--- src/rtl/bs_readout.sv ---
// bs_readout: on each bs_ready toggle, reads the 16384-word capture RAM and streams it as framed words.
// Define BS_HEADER_EN to put a tagged header word in front of every frame.
module bs_readout #(
  parameter int unsigned FRAME_LEN = 512,
  parameter logic [7:0]  HDR_TAG   = 8'hB5
) (
  input  logic        clock,
  input  logic        reset,
  input  logic        bs_ready,
  output logic [13:0] rd_addr,
  input  logic [15:0] rd_data,
  output logic [15:0] tx_data,
  output logic        tx_valid,
  input  logic        tx_ready,
  output logic        tx_sof,
  output logic        busy,
  output logic [7:0]  overrun_cnt
);

`ifdef BS_HEADER_EN
  localparam bit HDR_EN = 1'b1;
`else
  localparam bit HDR_EN = 1'b0;
`endif

  localparam int unsigned FL_W     = $clog2(FRAME_LEN);
  localparam logic [13:0] FL_MASK  = 14'(FRAME_LEN - 1);
  localparam logic [13:0] LAST_FRM = 14'((16384 / FRAME_LEN) - 1);

  typedef enum logic [1:0] {IDLE, HDR, DATA} state_t;

  state_t      state;
  logic        rdy_q;
  logic        pending;
  logic [13:0] word_idx;
  logic [13:0] frame_idx;
  logic [2:0]  capture_seq;

  logic        iss_act;
  logic        hdr_due;
  logic        s1_v;
  logic        s1_hdr;
  logic        s1_sof;
  logic [1:0]  occ;
  logic [15:0] tail_data;
  logic        tail_sof;

  logic        cap_event;
  logic        start;
  logic        pop;
  logic        hdr_push;
  logic        slot_hdr;
  logic        room;
  logic        issue;
  logic [2:0]  fill;
  logic [15:0] hdr_word;
  logic        push;
  logic [15:0] push_word;
  logic        push_sof;

  assign cap_event = bs_ready ^ rdy_q;
  assign start     = (state == IDLE) && (cap_event || pending);
  assign tx_valid  = (occ != 2'd0);
  assign pop       = tx_valid && tx_ready;
  assign hdr_push  = start && HDR_EN;
  assign slot_hdr  = HDR_EN && hdr_due && !start;
  assign hdr_word  = {HDR_TAG, capture_seq, 5'(rd_addr >> FL_W)};

  // A read issued now lands in the skid buffer next clock, so it may only go out
  // if at most one entry will be held once this edge's push and pop have settled.
  assign fill  = {1'b0, occ} + {2'b00, s1_v} + {2'b00, hdr_push} - {2'b00, pop};
  assign room  = (fill <= 3'd1);
  assign issue = (start || iss_act) && room;

  // NOTE: every always_comb output gets a default first, so no path leaves it unassigned and no latch is inferred.
  always_comb begin
    push      = hdr_push || s1_v;
    push_word = rd_data;
    push_sof  = s1_sof;
    if (hdr_push || s1_hdr) begin
      push_word = hdr_word;
      push_sof  = 1'b1;
    end
  end

  // Acceptance-side sequencer: frame bookkeeping, capture queueing and busy.
  // NOTE: state registers use non-blocking assignments so every flop samples pre-edge values.
  always_ff @(posedge clock) begin
    if (reset) begin
      rdy_q       <= bs_ready;
      state       <= IDLE;
      pending     <= 1'b0;
      word_idx    <= '0;
      frame_idx   <= '0;
      capture_seq <= '0;
      overrun_cnt <= '0;
      busy        <= 1'b0;
    end else begin
      rdy_q <= bs_ready;
      if (busy && cap_event) begin
        if (!pending)                  pending     <= 1'b1;
        else if (overrun_cnt != 8'hFF) overrun_cnt <= overrun_cnt + 8'd1;
      end
      case (state)
        IDLE: if (start) begin
          pending   <= cap_event && pending;
          word_idx  <= '0;
          frame_idx <= '0;
          busy      <= 1'b1;
          if (HDR_EN) state <= HDR;
          else        state <= DATA;
        end
        HDR: if (pop) state <= DATA;
        DATA: if (pop) begin
          if (word_idx == FL_MASK) begin
            word_idx  <= '0;
            frame_idx <= frame_idx + 14'd1;
            if (frame_idx == LAST_FRM) begin
              state       <= IDLE;
              busy        <= 1'b0;
              capture_seq <= capture_seq + 3'd1;
            end else if (HDR_EN) begin
              state <= HDR;
            end
          end else begin
            word_idx <= word_idx + 14'd1;
          end
        end
        default: state <= IDLE;
      endcase
    end
  end

  // Issue side runs ahead of acceptance: header slots and RAM reads share one pipeline stage.
  always_ff @(posedge clock) begin
    if (reset) begin
      rd_addr <= '0;
      iss_act <= 1'b0;
      hdr_due <= 1'b0;
      s1_v    <= 1'b0;
      s1_hdr  <= 1'b0;
      s1_sof  <= 1'b0;
      occ     <= 2'd0;
      tx_data <= '0;
      tx_sof  <= 1'b0;
    end else begin
      if (start) begin
        iss_act <= 1'b1;
        hdr_due <= 1'b0;
      end
      s1_v   <= issue;
      s1_hdr <= issue && slot_hdr;
      s1_sof <= !HDR_EN && ((rd_addr & FL_MASK) == 14'd0);
      if (issue) begin
        if (slot_hdr) begin
          hdr_due <= 1'b0;
        end else begin
          rd_addr <= rd_addr + 14'd1;
          if ((rd_addr & FL_MASK) == FL_MASK) hdr_due <= HDR_EN;
          if (rd_addr == 14'h3FFF) begin
            iss_act <= 1'b0;
            hdr_due <= 1'b0;
          end
        end
      end
      case (occ)
        2'd0: if (push) begin
          tx_data <= push_word;
          tx_sof  <= push_sof;
          occ     <= 2'd1;
        end
        2'd1: begin
          if (push && pop) begin
            tx_data <= push_word;
            tx_sof  <= push_sof;
          end else if (push) begin
            occ <= 2'd2;
          end else if (pop) begin
            occ <= 2'd0;
          end
        end
        default: if (pop) begin
          tx_data <= tail_data;
          tx_sof  <= tail_sof;
          if (!push) occ <= 2'd1;
        end
      endcase
    end
  end

  // NOTE: the second skid entry is pure payload, only read after being written, so it carries no reset.
  always_ff @(posedge clock) begin
    if (push && ((occ == 2'd1 && !pop) || (occ == 2'd2 && pop))) begin
      tail_data <= push_word;
      tail_sof  <= push_sof;
    end
  end

endmodule

--- config.mk ---
export PLATFORM = sky130hd
export DESIGN_NAME = bs_readout
export DESIGN_NICKNAME = d
export VERILOG_FILES = /design/src/rtl/bs_readout.sv
export SDC_FILE = /design/constraint.sdc
export NUM_CORES = 1
export LEC_CHECK = 0
export CORE_UTILIZATION = 59
export CTS_CLUSTER_SIZE = 20
export DETAILED_ROUTE_END_ITERATION = 6
export GPL_TIMING_DRIVEN = 1
export PLACE_DENSITY = 0.85
export SYNTH_ARGS = -nofsm -noshare
export SYNTH_HDL_FRONTEND = slang
export SYNTH_SLANG_ARGS = --single-unit
export TNS_END_PERCENT = 10
--- constraint.sdc ---
create_clock -name clock -period 6.61 [get_ports clock]
set_input_delay 0.661 -clock clock [delete_from_list [all_inputs] [get_ports clock]]
set_output_delay 0.661 -clock clock [all_outputs]
set_load 0.01 [all_outputs]
=== Word level (Yosys, flattened, before mapping) ===
Index checks and enable logic that the tools add are counted.

* Bits in registers: 94
* Input bits: 20
* Output and inout bits: 41

* Add/sub/neg operators: 6
* Magnitude comparators: 1
* Eq/ne operators: 18
* Multiplexer cells: 39
* Bitwise logic cells: 1
* Reductions and logical operators: 26

{| class="wikitable"
|+ Operator list
! kind !! count
|-
| $mux 14 || 5
|-
| $pmux 14 s2 || 2
|-
| $mux 16 || 3
|-
| $add 14x1->14 const B || 3
|-
| $pmux 16 s2 || 1
|-
| $mux 2 || 11
|-
| $ne 2x2->1 const B || 8
|-
| $reduce_and 5->1 || 3
|-
| $eq 14x14->1 const B || 1
|-
| $eq 14x5->1 const B || 1
|-
| $eq 14x9->1 const B || 1
|-
| $logic_not 14->1 || 1
|-
| $mux 1 || 13
|-
| $logic_and 1x1->1 || 9
|-
| $reduce_and 3->1 || 3
|-
| $add 8x1->8 const B || 1
|-
| $ne 8x8->1 const B || 1
|-
| $pmux 2 s3 || 1
|-
| $eq 2x1->1 const B || 2
|-
| $eq 2x2->1 const B || 2
|-
| $logic_not 2->1 || 2
|-
| $pmux 1 s2 || 2
|-
| $pmux 2 s2 || 1
|-
| $reduce_and 4->1 || 1
|-
| other kinds (10) || 13
|}

=== Longest topological paths before layout ===
Gate-level depths: netlist (run 1).

* Depth after elaboration: 6
* Mapped depth: 10

=== Worst setup path before layout (run 1) ===
Ideal clock, no wire load.

* Path kind: input to register
* Start point: input tx_ready
* End point: register rd_addr[12]
* Library setup time: 0.121 ns
* Arrival: 2.659 ns
* Required time: 6.489 ns
* Path slack: 3.831 ns
* Stages: 9
* Buffers on the path: 0
* Path through: o21ai_2 > ha_1 > ha_1 > inv_1 > fa_1 > and2_1 > nand4_2 > nor4_1 > mux2_2

* Longest elaborated chain between the ends: 4

{| class="wikitable"
|+ RTL lines
! item !! RTL line !! RTL
|-
| from (decl) || 14 || <nowiki>input logic tx_ready,</nowiki>
|-
| $logic_and 1x1->1 || 64 || <nowiki>assign pop = tx_valid && tx_ready;</nowiki>
|-
| $sub 3x1->3 || 71 || <nowiki>assign fill = {1'b0, occ} + {2'b00, s1_v} + {2'b00, hdr_push} - {2'b00, pop};</nowiki>
|-
| $le 3x1->1 || 72 || <nowiki>assign room = (fill <= 3'd1);</nowiki>
|-
| $logic_and 1x1->1 || 73 || <nowiki>assign issue = (start || iss_act) && room;</nowiki>
|-
| to (signal assigned) || 158 || <nowiki>rd_addr <= rd_addr + 14'd1;</nowiki>
|-
| to (decl) || 10 || <nowiki>output logic [13:0] rd_addr,</nowiki>
|}

Every way passes these cells.
A chain may end at the register's enable or synchronous reset.

=== Final worst setup path (run 1) ===
Ends and elaborated chain as after synthesis.

==> results by group, run 1 <==
Run status
  • Outcome: completed

Run
  • Max_cap viols: 0

Detailed routing
  • DRC Markers: 0
  • Top routing layer in use: met4
  • Detail Route met2 WL: approximately 4600 µm
  • DR vias/cell: approximately 6
  • 1st-iter DRT viols: 203
  • DRT Wirelength: between 9000 and 10000 µm
  • DR WL/cell: around 16 µm
  • First-pass iteration count of the detailed router: 5
  • WL met3: 433 µm
  • M1 WL: about 4400 µm
  • Vias: 3754
  • ANT nets after route: 0

Logic synthesis
  • Async S/R FF share, synth: 0%
  • Synthesized cell area: 4348 µm²
  • Syn_nets: around 490
  • Flop and latch count out of synthesis: 92
  • Post-Synthesis Cells: around 460
  • Most used DFF post-synth: dfxtp_1
  • Yosys warns: 0
  • Average size of a mapped cell: approximately 9.4 µm²
  • Number of synthesized flops with an enable pin: 17
  • Post-synthesis cell type count: between 50 and 60
  • Sequential fraction of the synthesis area: 46.27%

Setup path
  • Worst-path fanout max: 10
  • Setup crit end kind: flip-flop
  • Setup crit start kind: input port
  • FF-to-FF setup slack: roughly 3.7 ns
  • CP arrival: roughly 3.7 ns
  • CP Class: input port to flip-flop
  • CP required: a little under 7 ns
  • Crit. Startpoint: tx_ready
  • RR Startpoint: occ[0]$_SDFFE_PP0P_

CTS
  • CTS tree: built
  • Clock latency on the worst-skew pair: about 0.37 ns
  • Clock sink total: a little over 90
  • Clk slew on worst S/H paths: approximately 0.1 ns
  • Hold buffers post-CTS: 0
  • Post-CTS setup buffer count: 0
  • Total CTS buffers: 9
  • H-tree depth: 3
  • Clock Root Buffer: clkbuf_8
  • Max Buffers Root-to-Sink: 2
  • CTS resizes: 0

GRT
  • Global-route wire length before repair: ~15000 µm
  • Initial antenna violation count: 0
  • Number of global-route vias before repair: around 3.3k
  • Total GRT Usage: between 20% and 30%
  • Total gr overflow: 0
  • Largest net degree at the start of global routing: 54

Floorplan
  • Num ports: 61
  • Initial Util: a little over three fifths
  • Die Wd: 87.85 µm
  • Cell row count: 30
  • Core area: about 7000 µm²
  • Die ar.: 7717 µm²
  • Die Ht: 87.85 µm

Worst hold path
  • Hold Path Origin: word_idx[13]$_SDFFE_PP0P_
  • Hold Crit Class: flip-flop to flip-flop

Place
  • Port buffer count: 60
  • Post-detail-place hpwl: between 6000 and 7000 µm
  • Gpl congestion: 0.7947

STA
  • Period minus WS final: between 3 and 4 ns
  • RSZ-0062 raised after global routing: false
  • Worst-Margin Slew: 1.154 ns
  • Highest clock rate: slightly below 0.3 GHz
  • Slew Viols, Final: 0
  • Tcrit/Tclk final: about half
  • Setup violators final: 0
  • Hold Slack: slightly below 0.5 ns
  • Worst clock skew: around 0.011 ns
  • Setup TNS: 0 ns
  • Worst rel slew slack: between 20% and 30%
  • Final Hold Vio Count: 0

Layout
  • NumNets Final: between 500 and 600
  • Filler cell count in the final layout: 500
  • Area grow syn2layout: 18.50%
  • Ant. Diodes: 0
  • Multi-input gate area: roughly 2100 µm²
  • Share of cells above drive strength 1: a little under 6%
  • Register area: 2012 µm²

Power and ir drop
  • Peak VDD IR: 0.1066 mV
  • Power Density: approximately 230 nW/µm²
  • Leakage: ~1.6 nW
==> critical path, stage by stage <==
cell and delay [ns]:
clkdlybuf4s50_1 0.64, o21ai_2 0.12, ha_1 0.29, ha_1 0.14, inv_1 0.06, fa_1 0.53, and2_1 0.19, nand4_2 0.24
nor4_1 0.41, mux2_2 0.38
==> final timing paths <==
kind | end | cells after the start
min reg2reg | word_idx[13]$_SDFFE_PP0P_ | 2
max reg2reg | rd_addr[12]$_SDFFE_PP0P_ | 9
min | word_idx[13]$_SDFFE_PP0P_ | 2
max | rd_addr[12]$_SDFFE_PP0P_ | 10
==> report_power, final <==
| part | switching (W) | leakage (nW) | internal [W] | total [W] |
|---|---|---|---|---|
| Sequential | 0.0000238 | 0.763 | 0.000598 | 0.000622 |
| Combinational | 0.0000985 | 0.743 | 0.0000813 | 0.000180 |
| Clock | 0.000219 | 0.0918 | 0.000146 | 0.000366 |
| Total | 0.000342 | 1.60 | 0.000826 | 0.00117 |
==> flip-flops by register name (all words and copies together) (netlist names) <==
register	count
busy	1
frame_idx	14
iss_act	1
occ	2
overrun_cnt	8
pending	1
push	1
rd_addr	14
rdy_q	1
s1_sof	1
tail_data	16
tail_sof	1
tx_data	16
tx_sof	1
word_idx	14
==> metrics by stage <==
step | cells | setup slack, ns | util [%] | total power, W | instance area (µm²)
6_report | 610 | 3.214 | 74.20 | 0.001168 | 5152
3_5_place_dp | 594 | 2.807 | 71.46 | 0.0008138 | 4962
3_3_place_gp | 594 | 3.018 | 71.46 | 0.0008038 | 4962
4_1_cts | 610 | 3.179 | 74.20 | 0.001173 | 5152
5_1_grt | 610 | 3.054 | 74.20 | 0.001220 | 5152
2_1_floorplan | 461 | 3.831 | - | 0.0007392 | 4348
==> logic make-up (layout without fill, tap and decap cells) <==
family	Yosys count	count (layout)	share of synthesized area [%]
buffers and inverters	43	96	4.317
flip-flops	92	92	46.27
multiplexers	28	28	6.532
XOR/XNOR	5	5	1.439
adder cells (fa/ha/maj)	8	8	2.475
AND/OR/NAND/NOR	176	176	22.68
AO/OA/AOI/OAI	109	109	16.29
==> placed cells by master, fill, tap and decap left out, drive strengths merged, types with 2 or more instances in the layout <==
master         count
dfxtp             75
clkdlybuf4s50     59
a21oi             37
nor2              33
nand3             26
mux2i             25
nand2             22
inv               21
a211oi            19
edfxtp            17
or4               16
o31ai             15
or3               15
o21ai             15
nand4             15
nor3              11
clkbuf             9
nand3b             8
nor4               8
ha                 7
and4               5
o211ai             5
and2               4
o41ai              4
buf                4
nor2b              3
mux2               3
xor2               3
and3               3
nand2b             3
a21o               2
o311ai             2
clkinvlp           2
xnor2              2
or2                2
==> final cells by class <==
type,instances,area share (%)
Tap cell,96,2.331
Sequential cell,92,39.05
Multi-Input combinational cell,326,41.70
Clock buffer,9,2.404
Clock inverter,7,1.287
Timing Repair Buffer,63,12.00
Inverter,17,1.238
==> cells in the mapped netlist (2+ instances only) <==
cell type	number	area [µm²]
a211oi_1	19	142.6
a21o_1	2	15.01
a21oi_1	37	185.2
and2_1	4	25.02
and3_1	3	18.77
and4_1	5	43.79
buf_1	3	11.26
buf_2	12	60.06
clkbuf_1	9	33.78
dfxtp_1	75	1501
edfxtp_1	17	510.5
ha_1	7	87.58
inv_1	17	63.81
mux2_2	3	33.78
mux2i_1	25	250.2
nand2_1	22	82.58
nand2b_1	3	18.77
nand3_1	26	130.1
nand3b_1	8	60.06
nand4_1	13	81.33
nand4_2	2	25.02
nor2_1	33	123.9
nor2b_1	3	18.77
nor3_1	11	55.05
nor4_1	8	50.05
o211ai_1	5	37.54
o21ai_0	14	70.07
o311ai_0	2	17.52
o31ai_1	15	112.6
o41ai_1	4	35.03
or3_1	15	93.84
or4_1	15	112.6
xor2_1	3	26.28
==> routing by layer <==
metal	global-route usage, %	up-vias
li1	-	1849
met1	34.67	1782
met2	40.73	108
met3	5.372	15
met4	10.28	0
met5	0	-
Note: power is estimated with default switching activity, not from simulation.
==> inputs of run 2 (changes only) <==
--- a/config.mk
+++ b/config.mk
@@ -5,11 +5,11 @@
 export SDC_FILE = /design/constraint.sdc
 export NUM_CORES = 1
 export LEC_CHECK = 0
-export CORE_UTILIZATION = 59
+export CORE_UTILIZATION = 49
 export CTS_CLUSTER_SIZE = 20
 export DETAILED_ROUTE_END_ITERATION = 6
 export GPL_TIMING_DRIVEN = 1
-export PLACE_DENSITY = 0.85
+export PLACE_DENSITY = 0.76
 export SYNTH_ARGS = -nofsm -noshare
 export SYNTH_HDL_FRONTEND = slang
 export SYNTH_SLANG_ARGS = --single-unit
==> constraint.sdc (replaced) <==
create_clock -name clock -period 2.72 [get_ports clock]
set_input_delay 0.272 -clock clock [delete_from_list [all_inputs] [get_ports clock]]
set_output_delay 0.272 -clock clock [all_outputs]
set_load 0.01 [all_outputs]
==> run 2 against run 1 <==
Net effect:
- routed wire length rose by 4.4%
- combinational power rose to 2.6 times the previous value
- sequential power grew 140%
- via count increased by 0.21%
- sequential share of layout area down 1.1 points
- die area increased by 20%
- clock power increased by 140%
==> results by group, run 2 (synthesis gave the netlist of run 1 again) <==
Floorplan
  • Initial Util: roughly half
  • Die Wd: 96.20 µm
  • Die ar.: ~9000 µm²
  • Die Ht: just under 100 µm
  • Cell row count: 34
  • Num ports: 61
  • Core area: 8636 µm²

Power and ir drop
  • Pwr Total: between 0.002 and 0.003 W
  • Net Sw Frac: roughly 28%
  • Clock power frac: slightly above 30%
  • Sequential Power Share: a little over half
  • Logic pwr share: 16.5%
  • Leakage: ~1.7 nW
  • P_int: around 0.002 W
  • Switching power total: about 0.00081 W
  • Power Density: around 540 nW/µm²
  • Peak VDD IR: 0.2834 mV

Place
  • Post-place instance area: ~5100 µm²
  • Gpl congestion: 0.8431
  • Placed cells: 620
  • Setup WS pre-CTS: -0.3460 ns
  • Port buffer count: 60
  • Post-detail-place hpwl: approximately 6800 µm

STA
  • Final Hold Vio Count: 0
  • Slew Viols, Final: 0
  • Worst-Margin Slew: approximately 0.9 ns
  • RSZ-0062 raised after global routing: false
  • Highest clock rate: between 0.3 and 0.4 GHz
  • Setup violators final: 0
  • Period minus WS final: 2.581 ns
  • Tcrit/Tclk final: 94.91%
  • Worst clock skew: roughly 0.0087 ns
  • Setup ws final: about 0.14 ns
  • Worst rel slew slack: between 30% and 40%

Run
  • Max_cap viols: 0

Layout
  • Largest regs: tail_data: 16 flops, tx_data: 16 flops
  • Commonest non-fill, non-tap cells in the layout: 75 x dfxtp_1, 58 x clkdlybuf4s50_1, 37 x a21oi_1
  • Layout Cells excl Fill: between 600 and 700
  • Most common cell after layout, fill and taps aside: dfxtp_1
  • Fin area: about 5300 µm²
  • Share of cells above drive strength 1: roughly 9.3%
  • Area grow syn2layout: 21.99%
  • Ant. Diodes: 0
  • NumNets Final: approximately 550

Detailed routing
  • ANT nets after route: 0
  • DRC Markers: 0
  • DR vias/cell: between 5 and 6
  • Vias: around 3.8k
  • First-pass iteration count of the detailed router: 4
  • DRT Wirelength: roughly 10000 µm
  • 1st-iter DRT viols: roughly 120
  • DR WL/cell: around 16 µm

CTS
  • CTS tree: built
  • H-tree depth: 3
  • Total CTS buffers: 9
  • Max Buffers Root-to-Sink: 2
  • Clock sink total: 92
  • Clk slew on worst S/H paths: ~0.09 ns
  • Clock Root Buffer: clkbuf_8
  • Clock latency on the worst-skew pair: 0.36 ns

Setup path
  • CP Class: flip-flop to flip-flop
  • Worst-path fanout max: 4
  • Setup crit end kind: flip-flop
  • RR Startpoint: occ[0]$_SDFFE_PP0P_
  • CP arrival: approximately 2.9 ns
  • CP required: ~3.0 ns
  • Crit. Startpoint: occ[0]$_SDFFE_PP0P_
  • Setup crit start kind: flip-flop

GRT
  • Grt met2 use: between 30% and 40%
  • Number of global-route vias before repair: between 3k and 4k
  • Met3 usage: approximately 4.8%
  • Busiest grt layer: met2
  • Initial antenna violation count: 0
  • Total gr overflow: 0
  • Met1 usage: approximately 29%
  • Largest net degree at the start of global routing: 35
  • Global-route wire length before repair: approximately 16000 µm
  • Total GRT Usage: 22.21%

Worst hold path
  • Hold Crit Class: input port to flip-flop
  • Hold Path Origin: reset

Run status
  • Outcome: completed
==> run 2: changes by cell type in the layout (fill, tap and decap cells not counted), sizes merged <==
| cell | previous run | this run |
|---|---|---|
| buf | 4 | 19 |
| clkbuf | 9 | 10 |
| clkdlybuf4s50 | 59 | 58 |
| clkinv | 1 | 2 |
| clkinvlp | 2 | 3 |
| dlymetal6s2s | 0 | 1 |
| inv | 21 | 18 |
==> run 2: metal layers <==
layer	up-vias	wire length, µm
met3	13	369
met2	66	4910
li1	1874	-
met5	-	0
met4	0	126
met1	1809	4562
==> run 2: path summary, 6_finish.rpt <==
| check | to | slack (ns) | cells after the start |
|---|---|---|---|
| setup / recovery | rd_addr[7]$_SDFFE_PP0P_ | 0.14 | 10 |
| setup reg to reg | rd_addr[7]$_SDFFE_PP0P_ | 0.14 | 10 |
| hold reg to reg | tail_sof$_DFFE_PP_ | 0.46 | 0 |
| hold / removal | occ[1]$_SDFFE_PP0P_ | 0.33 | 2 |
==> run 2: timing repair <==
item / in CTS / in global routing
hold buffers: 0 / 0
setup endpoints to repair: 0 / 8
setup buffers: 0 / 1
gates resized for setup: 0 / 7
==> run 2: area by class of cell <==
| type | instances | area (µm²) |
|---|---|---|
| Sequential cell | 92 | 2012 |
| Clock inverter | 6 | 48.80 |
| Clock buffer | 10 | 137.6 |
| Timing Repair Buffer | 78 | 733.2 |
| Tap cell | 108 | 135.1 |
| Multi-Input combinational cell | 326 | 2173 |
| Fill cell | 739 | 3332 |
| Inverter | 17 | 63.81 |
==> run 2: worst max-delay path, stage by stage (launching register included) <==
cell      delay (ns)
dfxtp_1         0.38
o21ai_2         0.09
ha_1            0.28
ha_1            0.14
inv_1           0.05
fa_2            0.55
and2_4          0.17
buf_4           0.11
nand3b_1        0.13
or4_1           0.49
a21oi_1         0.15
==> run 2: metrics by stage <==
stage          TNS, ns  hold WS [ns]  util, %
6_report             0        0.3255    61.42
3_3_place_gp    -2.243        0.4182    58.85
2_1_floorplan        0        0.2997        -
5_1_grt              0        0.3351    61.42
3_5_place_dp    -2.924        0.4254    58.85
4_1_cts              0        0.3160    61.01
==> run 2: power groups by stage <==
| stage | sequential [W] | clock (W) | combinational [W] |
|---|---|---|---|
| 2_1_floorplan | 0.00155 | 0 | 0.000250 |
| 3_3_place_gp | 0.00153 | 0 | 0.000449 |
| 3_5_place_dp | 0.00153 | 0 | 0.000466 |
| 4_1_cts | 0.00150 | 0.000894 | 0.000468 |
| 5_1_grt | 0.00151 | 0.000946 | 0.000517 |
| 6_report | 0.00150 | 0.000868 | 0.000468 |
==> inputs of run 3 (changes only) <==
--- a/config.mk
+++ b/config.mk
@@ -10,6 +10,7 @@
 export DETAILED_ROUTE_END_ITERATION = 6
 export GPL_TIMING_DRIVEN = 1
 export PLACE_DENSITY = 0.76
+export REMOVE_ABC_BUFFERS = 1
 export SYNTH_ARGS = -nofsm -noshare
 export SYNTH_HDL_FRONTEND = slang
 export SYNTH_SLANG_ARGS = --single-unit
==> run 3 against run 2 <==
Net effect:
- critical path depth unchanged
- worst setup slack worse by 0.023 ns
- design area down 0.50%
- non-clock buffer count unchanged
- clock power about the same
- die area unchanged
- hold slack better by 0.12 ns
- utilization down 0.30 points
- global-route usage down 0.57 points
- sequential share of layout area up 0.19 points
- via count up 0.35%
- final cell count unchanged
==> results by group, run 3 (synthesis gave the netlist of run 1 again) <==
Layout
  • Ant. Diodes: 0
  • Commonest non-fill, non-tap cells in the layout: 75 x dfxtp_1, 59 x clkdlybuf4s50_1, 37 x a21oi_1
  • Filler cell count in the final layout: around 720
  • Layout Cells excl Fill: ~640
  • Post-layout util: about three fifths
  • Most common cell after layout, fill and taps aside: dfxtp_1
  • Largest regs: tail_data: 16 flops, tx_data: 16 flops
  • Area grow syn2layout: 21.38%
  • Share of cells above drive strength 1: 8.507%
  • NumNets Final: roughly 550

CTS
  • Max Buffers Root-to-Sink: 2
  • Post-CTS setup buffer count: 0
  • Hold buffers post-CTS: 0
  • H-tree depth: 3
  • Total CTS buffers: 9
  • Clock Root Buffer: clkbuf_8
  • Clk slew on worst S/H paths: roughly 0.10 ns
  • Clock latency on the worst-skew pair: roughly 0.37 ns
  • Clock sink total: 92
  • CTS tree: built
  • CTS resizes: 0

Detailed routing
  • DRT Wirelength: between 9000 and 10000 µm
  • DR WL/cell: 15.32 µm
  • ANT nets after route: 0
  • 1st-iter DRT viols: approximately 130
  • DRC Markers: 0
  • DR vias/cell: 5.926
  • First-pass iteration count of the detailed router: 4
  • Vias: ~3.8k

Setup path
  • RR Endpoint: rd_addr[12]$_SDFFE_PP0P_
  • Setup crit end kind: flip-flop
  • CP required: approximately 3 ns
  • Worst-path fanout max: 8
  • CP arrival: 2.87 ns
  • RR Startpoint: occ[1]$_SDFFE_PP0P_
  • FF-to-FF setup slack: approximately 0.17 ns
  • Setup crit start kind: input port
  • CP Class: input port to flip-flop
  • Length in cells of the worst reg-to-reg path: 9

STA
  • Setup TNS: 0 ns
  • Worst rel slew slack: around half
  • Final Hold Vio Count: 0
  • Setup ws final: ~0.12 ns
  • Slew Viols, Final: 0
  • Tcrit/Tclk final: approximately 96%
  • Worst clock skew: roughly 0.013 ns
  • Worst-Margin Slew: around 0.76 ns
  • Highest clock rate: 0.3840 GHz
  • Period minus WS final: about 2.6 ns
  • Setup violators final: 0
  • RSZ-0062 raised after global routing: true
  • Hold Slack: 0.4450 ns

Worst hold path
  • Hold Path Origin: s1_sof$_SDFF_PP0_
  • Hold Crit Class: flip-flop to flip-flop
  • Hold Path End: tail_sof$_DFFE_PP_
  • Hold Path Depth: 0

GRT
  • Largest net degree at the start of global routing: between 50 and 60
  • Busiest grt layer: met2
  • Grt met2 use: between 30 and 40%
  • Met1 usage: around 28%
  • Global-route wire length before repair: about 16000 µm
  • Total GRT Usage: a little over a fifth
  • Total gr overflow: 0
  • Initial antenna violation count: 0
  • Number of global-route vias before repair: between 3k and 4k
  • Met3 usage: under 10%

Power and ir drop
  • Leakage: roughly 1.7 nW
  • Power Density: 537.3 nW/µm²
  • Peak VDD IR: around 0.25 mV

Floorplan
  • Die Ht: 96.20 µm
  • Die ar.: around 9300 µm²
  • Cell row count: 34
  • Initial Util: roughly 50%
  • Die Wd: slightly below 100 µm
  • Core area: 8636 µm²
  • Num ports: 61

Run
  • Max_cap viols: 0

Place
  • Post-detail-place hpwl: between 6000 and 7000 µm
  • Placed cells: between 600 and 700
  • Setup WS pre-CTS: -0.2900 ns
  • Gpl congestion: 0.8103
  • Port buffer count: 60

Run status
  • Outcome: completed
## run 3: through the flow
stage,cell area [µm²],total power (W)
after floorplan,4224,0.001761
after global placement,5090,0.001977
after detailed placement,5090,0.001996
after CTS,5271,0.002857
after global routing,5278,0.002969
final,5278,0.002835
## run 3: layout make-up
class                   count  area (µm²)  area share (%)
flip-flops and latches     92        2012           38.12
clock inverters             7       57.56           1.091
well taps                 108       135.1           2.560
repair buffers             78       730.7           13.85
clock buffers               9       123.9           2.347
inverters                  17       63.81           1.209
multi-input cells         326        2155           40.83
## run 3: per-layer routing
layer,share of wire [%],up-vias
li1,-,1873
met1,45,1799
met2,49,88
met3,4.4,15
met4,1.5,0
met5,0,-
## run 3: worst max-delay path: stages
cell and delay, ns:
clkdlybuf4s50_1 0.50, o21ai_2 0.08, ha_1 0.27, ha_1 0.14, inv_1 0.05, fa_1 0.51
and2_1 0.18, nand4_2 0.21, nor4_2 0.30, mux2_2 0.35
## run 3: worst max path at each step
stage | start | end | slack [ns] | cells past startpoint
CTS | tx_ready | rd_addr[12]$_SDFFE_PP0P_ | 0.08 | 10
floorplan | occ[1]$_SDFFE_PP0P_ | rd_addr[12]$_SDFFE_PP0P_ | -0.61 | 9
global route | tx_ready | iss_act$_SDFF_PP0_ | -0.02 | 11
finish | tx_ready | rd_addr[12]$_SDFFE_PP0P_ | 0.12 | 10
global placement | tx_ready | rd_addr[12]$_SDFFE_PP0P_ | -0.26 | 10
detailed placement | tx_ready | rd_addr[12]$_SDFFE_PP0P_ | -0.29 | 10
## run 3: power breakdown
group          leakage (nW)  internal (W)  total (W)  switching, W
combinational         0.814      0.000216   0.000463      0.000247
clock                0.0902      0.000347   0.000871      0.000524
sequential            0.763       0.00145    0.00150     0.0000479
total                  1.67       0.00202    0.00284      0.000819
